`src/rtl/ifetch_ctrl_if.sv`:
```
// ifetch_ctrl_if: instruction-memory request/acknowledge bus.
//   imem_req   : fetch unit requests a word
//   imem_addr  : word-aligned request address, stable while req is held
//   imem_ack   : memory response valid (only while imem_req=1, may be same cycle)
//   imem_rdata : instruction word, valid with imem_ack
// master = fetch sequencer, slave = instruction memory.
interface ifetch_ctrl_if;
  logic        imem_req;
  logic [31:0] imem_addr;
  logic        imem_ack;
  logic [31:0] imem_rdata;

  modport master (output imem_req, imem_addr, input  imem_ack, imem_rdata);
  modport slave  (input  imem_req, imem_addr, output imem_ack, imem_rdata);
endinterface

```
`src/rtl/ifetch_ctrl.sv`:
```
// ifetch_ctrl: fetch sequencer for the pipelined CPU front end.
// Owns the fetch PC, drives a variable-latency request/ack instruction memory
// and holds one registered instruction slot for the IF/ID register.
// Ports:
//   clk, rst         : clock, synchronous active-high reset
//   stall            : IF/ID cannot accept a new instruction this cycle
//   EX_jump, EX_npc  : redirect from EX (target low two bits ignored)
//   imem             : instruction-memory bus (master side)
//   IF_pc / IF_pc4   : PC of held instruction and PC+4
//   IF_inst          : held instruction, NOP_INST when IF_valid=0
//   IF_valid         : slot holds a valid instruction
module ifetch_ctrl #(
  parameter logic [31:0] RESET_PC = 32'h0000_0000,
  parameter logic [31:0] NOP_INST = 32'h0000_0013
) (
  input  logic               clk,
  input  logic               rst,
  input  logic               stall,
  input  logic               EX_jump,
  input  logic [31:0]        EX_npc,
  ifetch_ctrl_if.master      imem,
  output logic [31:0]        IF_pc,
  output logic [31:0]        IF_pc4,
  output logic [31:0]        IF_inst,
  output logic               IF_valid
);

  typedef enum logic [1:0] {S_REQ, S_WAIT, S_HOLD, S_DROP} state_t;

  state_t      state_q, state_d;
  logic [31:0] fetch_pc_q, fetch_pc_d;
  logic [31:0] drop_addr_q, drop_addr_d;
  logic [31:0] pc_q, inst_q;
  logic        valid_q;

  logic        slot_free, req, ack, load, clr;
  logic [31:0] npc_aligned;

  assign slot_free   = !valid_q || !stall;
  assign npc_aligned = EX_npc & ~32'd3;
  // ack is only meaningful while we are actually requesting
  assign ack         = imem.imem_ack && req;

  // bus outputs
  always_comb begin
    req            = 1'b0;
    imem.imem_addr = fetch_pc_q;
    case (state_q)
      S_REQ:  req = slot_free;
      S_WAIT: req = 1'b1;
      S_DROP: begin
        req            = 1'b1;
        imem.imem_addr = drop_addr_q;   // keep presenting the abandoned address
      end
      default: req = 1'b0;
    endcase
    if (rst) begin
      req            = 1'b0;
      imem.imem_addr = RESET_PC;
    end
    imem.imem_req = req;
  end

  // next state / slot control
  always_comb begin
    state_d     = state_q;
    fetch_pc_d  = fetch_pc_q;
    drop_addr_d = drop_addr_q;
    load        = 1'b0;
    clr         = 1'b0;
    case (state_q)
      S_REQ: begin
        if (!slot_free) begin
          state_d = S_HOLD;
        end else if (ack) begin
          load       = 1'b1;
          fetch_pc_d = fetch_pc_q + 32'd4;
        end else begin
          state_d = S_WAIT;
          clr     = !stall;
        end
      end
      S_WAIT: begin
        // slot is always empty here: entry required a free slot and no ack
        if (ack) begin
          load       = 1'b1;
          fetch_pc_d = fetch_pc_q + 32'd4;
          state_d    = S_REQ;
        end else begin
          clr = !stall;
        end
      end
      S_HOLD: begin
        if (!stall) begin
          state_d = S_REQ;
          clr     = 1'b1;
        end
      end
      S_DROP: begin
        if (ack) state_d = S_REQ;
      end
      default: state_d = S_REQ;
    endcase

    // redirect beats stall; any same-cycle ack data is discarded
    if (EX_jump) begin
      load       = 1'b0;
      clr        = 1'b1;
      fetch_pc_d = npc_aligned;
      if (state_q != S_DROP) begin
        if (req && !ack) begin
          // memory already owns this access: let it finish into DROP
          state_d     = S_DROP;
          drop_addr_d = fetch_pc_q;
        end else begin
          state_d = S_REQ;
        end
      end
    end
  end

  always_ff @(posedge clk) begin
    if (rst) begin
      state_q     <= S_REQ;
      fetch_pc_q  <= RESET_PC;
      drop_addr_q <= RESET_PC;
      pc_q        <= RESET_PC;
      inst_q      <= NOP_INST;
      valid_q     <= 1'b0;
    end else begin
      state_q     <= state_d;
      fetch_pc_q  <= fetch_pc_d;
      drop_addr_q <= drop_addr_d;
      if (load) begin
        valid_q <= 1'b1;
        pc_q    <= fetch_pc_q;
        inst_q  <= imem.imem_rdata;
      end else if (clr) begin
        valid_q <= 1'b0;
      end
    end
  end

  assign IF_pc    = pc_q;
  assign IF_pc4   = pc_q + 32'd4;
  assign IF_inst  = valid_q ? inst_q : NOP_INST;
  assign IF_valid = valid_q;

endmodule
```
`src/flat_wrapper.sv`:
```
// flat-port wrapper written by rule: the top's interface ports become plain ports
module ifetch_ctrl_flat 
#(
  parameter logic [31:0] RESET_PC = 32'h0000_0000,
  parameter logic [31:0] NOP_INST = 32'h0000_0013
)
  (clk, rst, stall, EX_jump, EX_npc, IF_pc, IF_pc4, IF_inst, IF_valid, imem_imem_req, imem_imem_addr, imem_imem_ack, imem_imem_rdata);
  ifetch_ctrl_if imem_i ();
  input  logic clk;
  input  logic rst;
  input  logic stall;
  input  logic EX_jump;
  input  logic [31:0] EX_npc;
  output logic [31:0] IF_pc;
  output logic [31:0] IF_pc4;
  output logic [31:0] IF_inst;
  output logic IF_valid;
  output wire logic [$bits(imem_i.imem_req)-1:0] imem_imem_req;
  output wire logic [$bits(imem_i.imem_addr)-1:0] imem_imem_addr;
  input wire logic [$bits(imem_i.imem_ack)-1:0] imem_imem_ack;
  input wire logic [$bits(imem_i.imem_rdata)-1:0] imem_imem_rdata;
  assign imem_imem_req = imem_i.imem_req;
  assign imem_imem_addr = imem_i.imem_addr;
  assign imem_i.imem_ack = imem_imem_ack;
  assign imem_i.imem_rdata = imem_imem_rdata;
  ifetch_ctrl #(.RESET_PC(RESET_PC), .NOP_INST(NOP_INST)) u_core (.clk(clk), .rst(rst), .stall(stall), .EX_jump(EX_jump), .EX_npc(EX_npc), .imem(imem_i), .IF_pc(IF_pc), .IF_pc4(IF_pc4), .IF_inst(IF_inst), .IF_valid(IF_valid));
endmodule
```
`config.mk`:
```
export PLATFORM = sky130hd
export DESIGN_NAME = ifetch_ctrl_flat
export DESIGN_NICKNAME = d
export VERILOG_FILES = /design/src/rtl/ifetch_ctrl_if.sv /design/src/rtl/ifetch_ctrl.sv /design/src/flat_wrapper.sv
export SDC_FILE = /design/constraint.sdc
export NUM_CORES = 1
export LEC_CHECK = 0
export CAP_MARGIN = 20
export CORE_MARGIN = 2
export CORE_UTILIZATION = 40
export DETAILED_ROUTE_END_ITERATION = 7
export DONT_BUFFER_PORTS = 1
export GPL_ROUTABILITY_DRIVEN = 0
export GPL_TIMING_DRIVEN = 0
export PLACE_DENSITY = 0.61
export SYNTH_ARGS = -nofsm -noshare
export SYNTH_HDL_FRONTEND = slang
export SYNTH_SLANG_ARGS = --single-unit
```
`constraint.sdc`:
```
create_clock -name clk -period 5.6 [get_ports clk]
set_clock_uncertainty 0.05 [all_clocks]
set_input_delay 0.56 -clock clk [delete_from_list [all_inputs] [get_ports clk]]
set_output_delay 0.56 -clock clk [all_outputs]
set_load 0.1 [all_outputs]
```
==> results.txt <==
----------------------------------------------------
[Synthesis]
  Top-area cell type share of the netlist area ... 40.4%
  Cell type contributing the most total cell area after synthesis ... sky130_fd_sc_hd__dfxtp_1
  Predominant post-synthesis flop cell ... sky130_fd_sc_hd__dfxtp_1
  Per-instance average area after synthesis ... 7.27 µm²
  Post-synth EDFFs ... 0
  Number of warnings issued by yosys ... 0
  Seq/Total Area, Yosys ... 40.4%
  Post-synthesis instance area ... 0.00619 mm²
  Distinct cell type count of the synthesized netlist ... 48
  Synth Instances ... 852
  Share of async-settable or async-resettable flops after synthesis ... 0%
  #FFs+latches synth ... 125
  Cell types with the largest area share after synthesis ... sky130_fd_sc_hd__dfxtp_1 (40%), sky130_fd_sc_hd__nand2_1 (17%), sky130_fd_sc_hd__a21oi_1 (10%)

[Worst setup path]
  Sequence of cells on the critical path ... nand4_1 -> or4_1 -> nor2_1 -> and3_1 -> xor2_2
  Startpoint of the lowest-slack register-to-register path ... u_core.IF_valid
  Max stage delay cell, worst path ... sky130_fd_sc_hd__dfxtp_1
  Worst R2R Setup Slack ... 2040 ps
  Critical R2R Capture ... u_core.drop_addr_q[31]
  Launching element type of the critical path ... flop
  R2R depth ... 7
  Highest fanout seen on the critical path ... 6
  Crit. Startpoint ... u_core.IF_pc[9]
  Worst setup path category ... flop to output port
  End point of the critical path ... IF_pc4[19]
  Arrival time of the worst setup path ... 4000 ps
  Crit path capture type ... output port
  Critical Path Max Stage Delay ... 1100 ps
  Worst Path Required ... 4990 ps

[CTS]
  Count of buffers added by post-CTS timing repair for setup ... 0
  Insertion delay to the later sink of the worst-skew pair ... 420 ps
  Clock-pin slew on the worst setup and hold paths ... 60 ps
  Count of instances resized after the clock tree is built ... 0
  Number of buffers added by the clock tree synthesis step ... 17
  # hold bufs at CTS ... 0
  CTS tree ... done
  Cell at the root of the clock tree ... sky130_fd_sc_hd__clkbuf_16
  Number of H-tree branching levels ... 4
  Clock Sinks ... 125
  Clock Tree Buf Depth ... 2

[Global route]
  Number of antenna violations at the first check in global routing ... 0
  Aggregate global-route resource usage ... 25.1%
  Total global routing overflow ... 0
  Maximum number of pins on one net before global-route repair ... 17
  Vias in the first global route ... 5706
  Global-route wire length before repair ... 31800 µm

[Route]
  Remaining DRCs ... 0
  Via count of the routed design ... 6148
  Remaining antenna violation count ... 0
  Avg WL per Cell ... 18.5 µm
  Post-Route WL ... 21100 µm
  First-pass iteration count of the detailed router ... 5
  Vias per cell ... 5.39
  Iteration-0 DRC Markers ... 502

[Place]
  Count of input and output buffers ... 0
  Half-perimeter wire length after detailed placement ... 15700 µm
  Placed cell count ... 1094
  Placed instance area ... 0.00767 mm²

[Floorplanning]
  Area of the placeable core ... 0.0151 mm²
  Width of the die ... 128 µm
  Starting density of the core ... 40.9%
  Vert. Die Dim ... 128 µm
  Area of the die ... 0.0165 mm²
  Num rows ... 45
  Top-level I/O count ... 199

[Finish]
  Synthesis-to-layout area growth ... 38.3%
  Antenna cell count ... 0
  # fillers ... 1377
  Final Instance Area ... 0.00856 mm²
  Post-layout net count ... 1010
  Final core utilization ... 56.5%
  Top library cells by usage in the layout, fill and taps aside ... sky130_fd_sc_hd__nand2_1 (275), sky130_fd_sc_hd__dfxtp_1 (125), sky130_fd_sc_hd__a21oi_1 (97), sky130_fd_sc_hd__clkbuf_1 (55), sky130_fd_sc_hd__nor2_1 (35)
  Share of post-route cells with drive strength above 1 ... 18.2%
  Most common cell after layout, fill and taps aside ... sky130_fd_sc_hd__nand2_1
  Non-filler cells, final ... 1140

[STA]
  Transition time of the tightest slew-check pin ... 1200 ps
  Final-layout setup total negative slack ... 0 ps
  Final Hold Violating Endpoints ... 0
  Share of the clock period used by the worst path after layout ... 82.3%
  Count of endpoints failing setup in the final report ... 0
  Clock period minus worst slack ... 4610 ps
  Setup repair after global routing missed its margin ... no
  Slew Limit Headroom ... 20.3%
  Final-report max-slew violation count ... 0
  Peak clock frequency supported by timing ... 217 MHz

[Hold path]
  Path class of the lowest-slack min-delay path ... primary input to flop

[Outcome]
  Outcome ... complete, no violations

[Flow run]
  Number of max-cap violations ... 0

[Power and ir drop]
  Tot Pwr ... 0.00250 W
  Total power density per cell area ... 292 mW/mm²
  Maximum ir drop on the vdd rail ... 0.195 mV
  Lkg Pwr ... 3.12 nW

----------------------------------------------------
sequential cells by signal, summed over array words and instances (netlist names):
signal	cells
u_core.IF_pc	30
u_core.IF_valid	1
u_core.drop_addr_q	30
u_core.fetch_pc_q	30
u_core.inst_q	32
u_core.state_q	2
metal layers:
| metal | part of all wire, % | track usage, % | routed length (µm) |
|---|---|---|---|
| met1 | 43 | 32.1 | 9090 |
| met2 | 47 | 40.1 | 9820 |
| met3 | 8.7 | 8.19 | 1830 |
| met4 | 1.7 | 8.53 | 367 |
| met5 | 0 | 0 | 0 |
where the power goes:
group | switching (W) | internal (W) | leakage [nW] | total [W]
registers | 0.0000653 | 0.000922 | 1.02 | 0.000987
clock network | 0.000422 | 0.000725 | 0.304 | 0.00115
logic | 0.000260 | 0.000102 | 1.80 | 0.000362
layout make-up:
class	instances	area, µm²	area share [%]
multi-input cells	661	3730	43.6
well taps	188	235	2.75
plain buffers	67	288	3.36
flip-flops and latches	125	2500	29.2
clock buffers	19	453	5.29
repair buffers	63	1180	13.8
clock inverters	13	161	1.89
inverters	4	15.0	0.175
critical path: cells and delay by family, from the launching register on:
family                    cells  cell delay, ps
and+or+nand+nor               4            1570
DFF                           1            1100
xor gates and xnor gates      1             900
how the worst min path moves through the flow:
stage                        start                end  slack [ps]  cells past startpoint
6_report        imem_imem_rdata[4]   u_core.inst_q[4]         220                      2
5_1_grt        imem_imem_rdata[19]  u_core.inst_q[19]         210                      2
4_1_cts         imem_imem_rdata[4]   u_core.inst_q[4]         210                      2
3_5_place_dp     u_core.inst_q[17]  u_core.inst_q[17]         390                      2
3_3_place_gp      u_core.inst_q[8]   u_core.inst_q[8]         390                      2
2_1_floorplan     u_core.inst_q[0]   u_core.inst_q[0]         380                      2
cell families (layout without fill, tap and decap cells):
| family | count (synthesis) | after routing | synth area share (%) |
|---|---|---|---|
| simple gates | 436 | 436 | 31.9 |
| compound gates | 159 | 159 | 14.0 |
| flops | 125 | 125 | 40.4 |
| buf+inv | 71 | 166 | 4.89 |
| xor+xnor | 54 | 54 | 7.64 |
| mux | 4 | 4 | 0.647 |
| fa+ha+maj | 2 | 2 | 0.404 |
| other cells | 1 | 6 | 0.0606 |
stage by stage:
stage	hold WS, ps	worst slack (ps)
2_1_floorplan	379	1070
3_3_place_gp	388	363
3_5_place_dp	394	1390
4_1_cts	210	941
5_1_grt	212	856
6_report	219	993
cell usage after synthesis, types with 4 or more instances:
library cell               instances
sky130_fd_sc_hd__xor2_1           21
sky130_fd_sc_hd__buf_4             6
sky130_fd_sc_hd__nand3_1          28
sky130_fd_sc_hd__buf_2             4
sky130_fd_sc_hd__clkbuf_1         55
sky130_fd_sc_hd__dfxtp_1         125
sky130_fd_sc_hd__nand4_1          14
sky130_fd_sc_hd__mux2i_1           4
sky130_fd_sc_hd__and4_1            4
sky130_fd_sc_hd__nand3b_1          4
sky130_fd_sc_hd__a211oi_1         17
sky130_fd_sc_hd__nor2_1           35
sky130_fd_sc_hd__nor3_1            5
sky130_fd_sc_hd__xnor2_1          33
sky130_fd_sc_hd__nor4_1            5
sky130_fd_sc_hd__a21oi_1         127
sky130_fd_sc_hd__and2_1           33
sky130_fd_sc_hd__nand2_1         275
sky130_fd_sc_hd__and3_1           11
(Power assumes the default switching activity.)
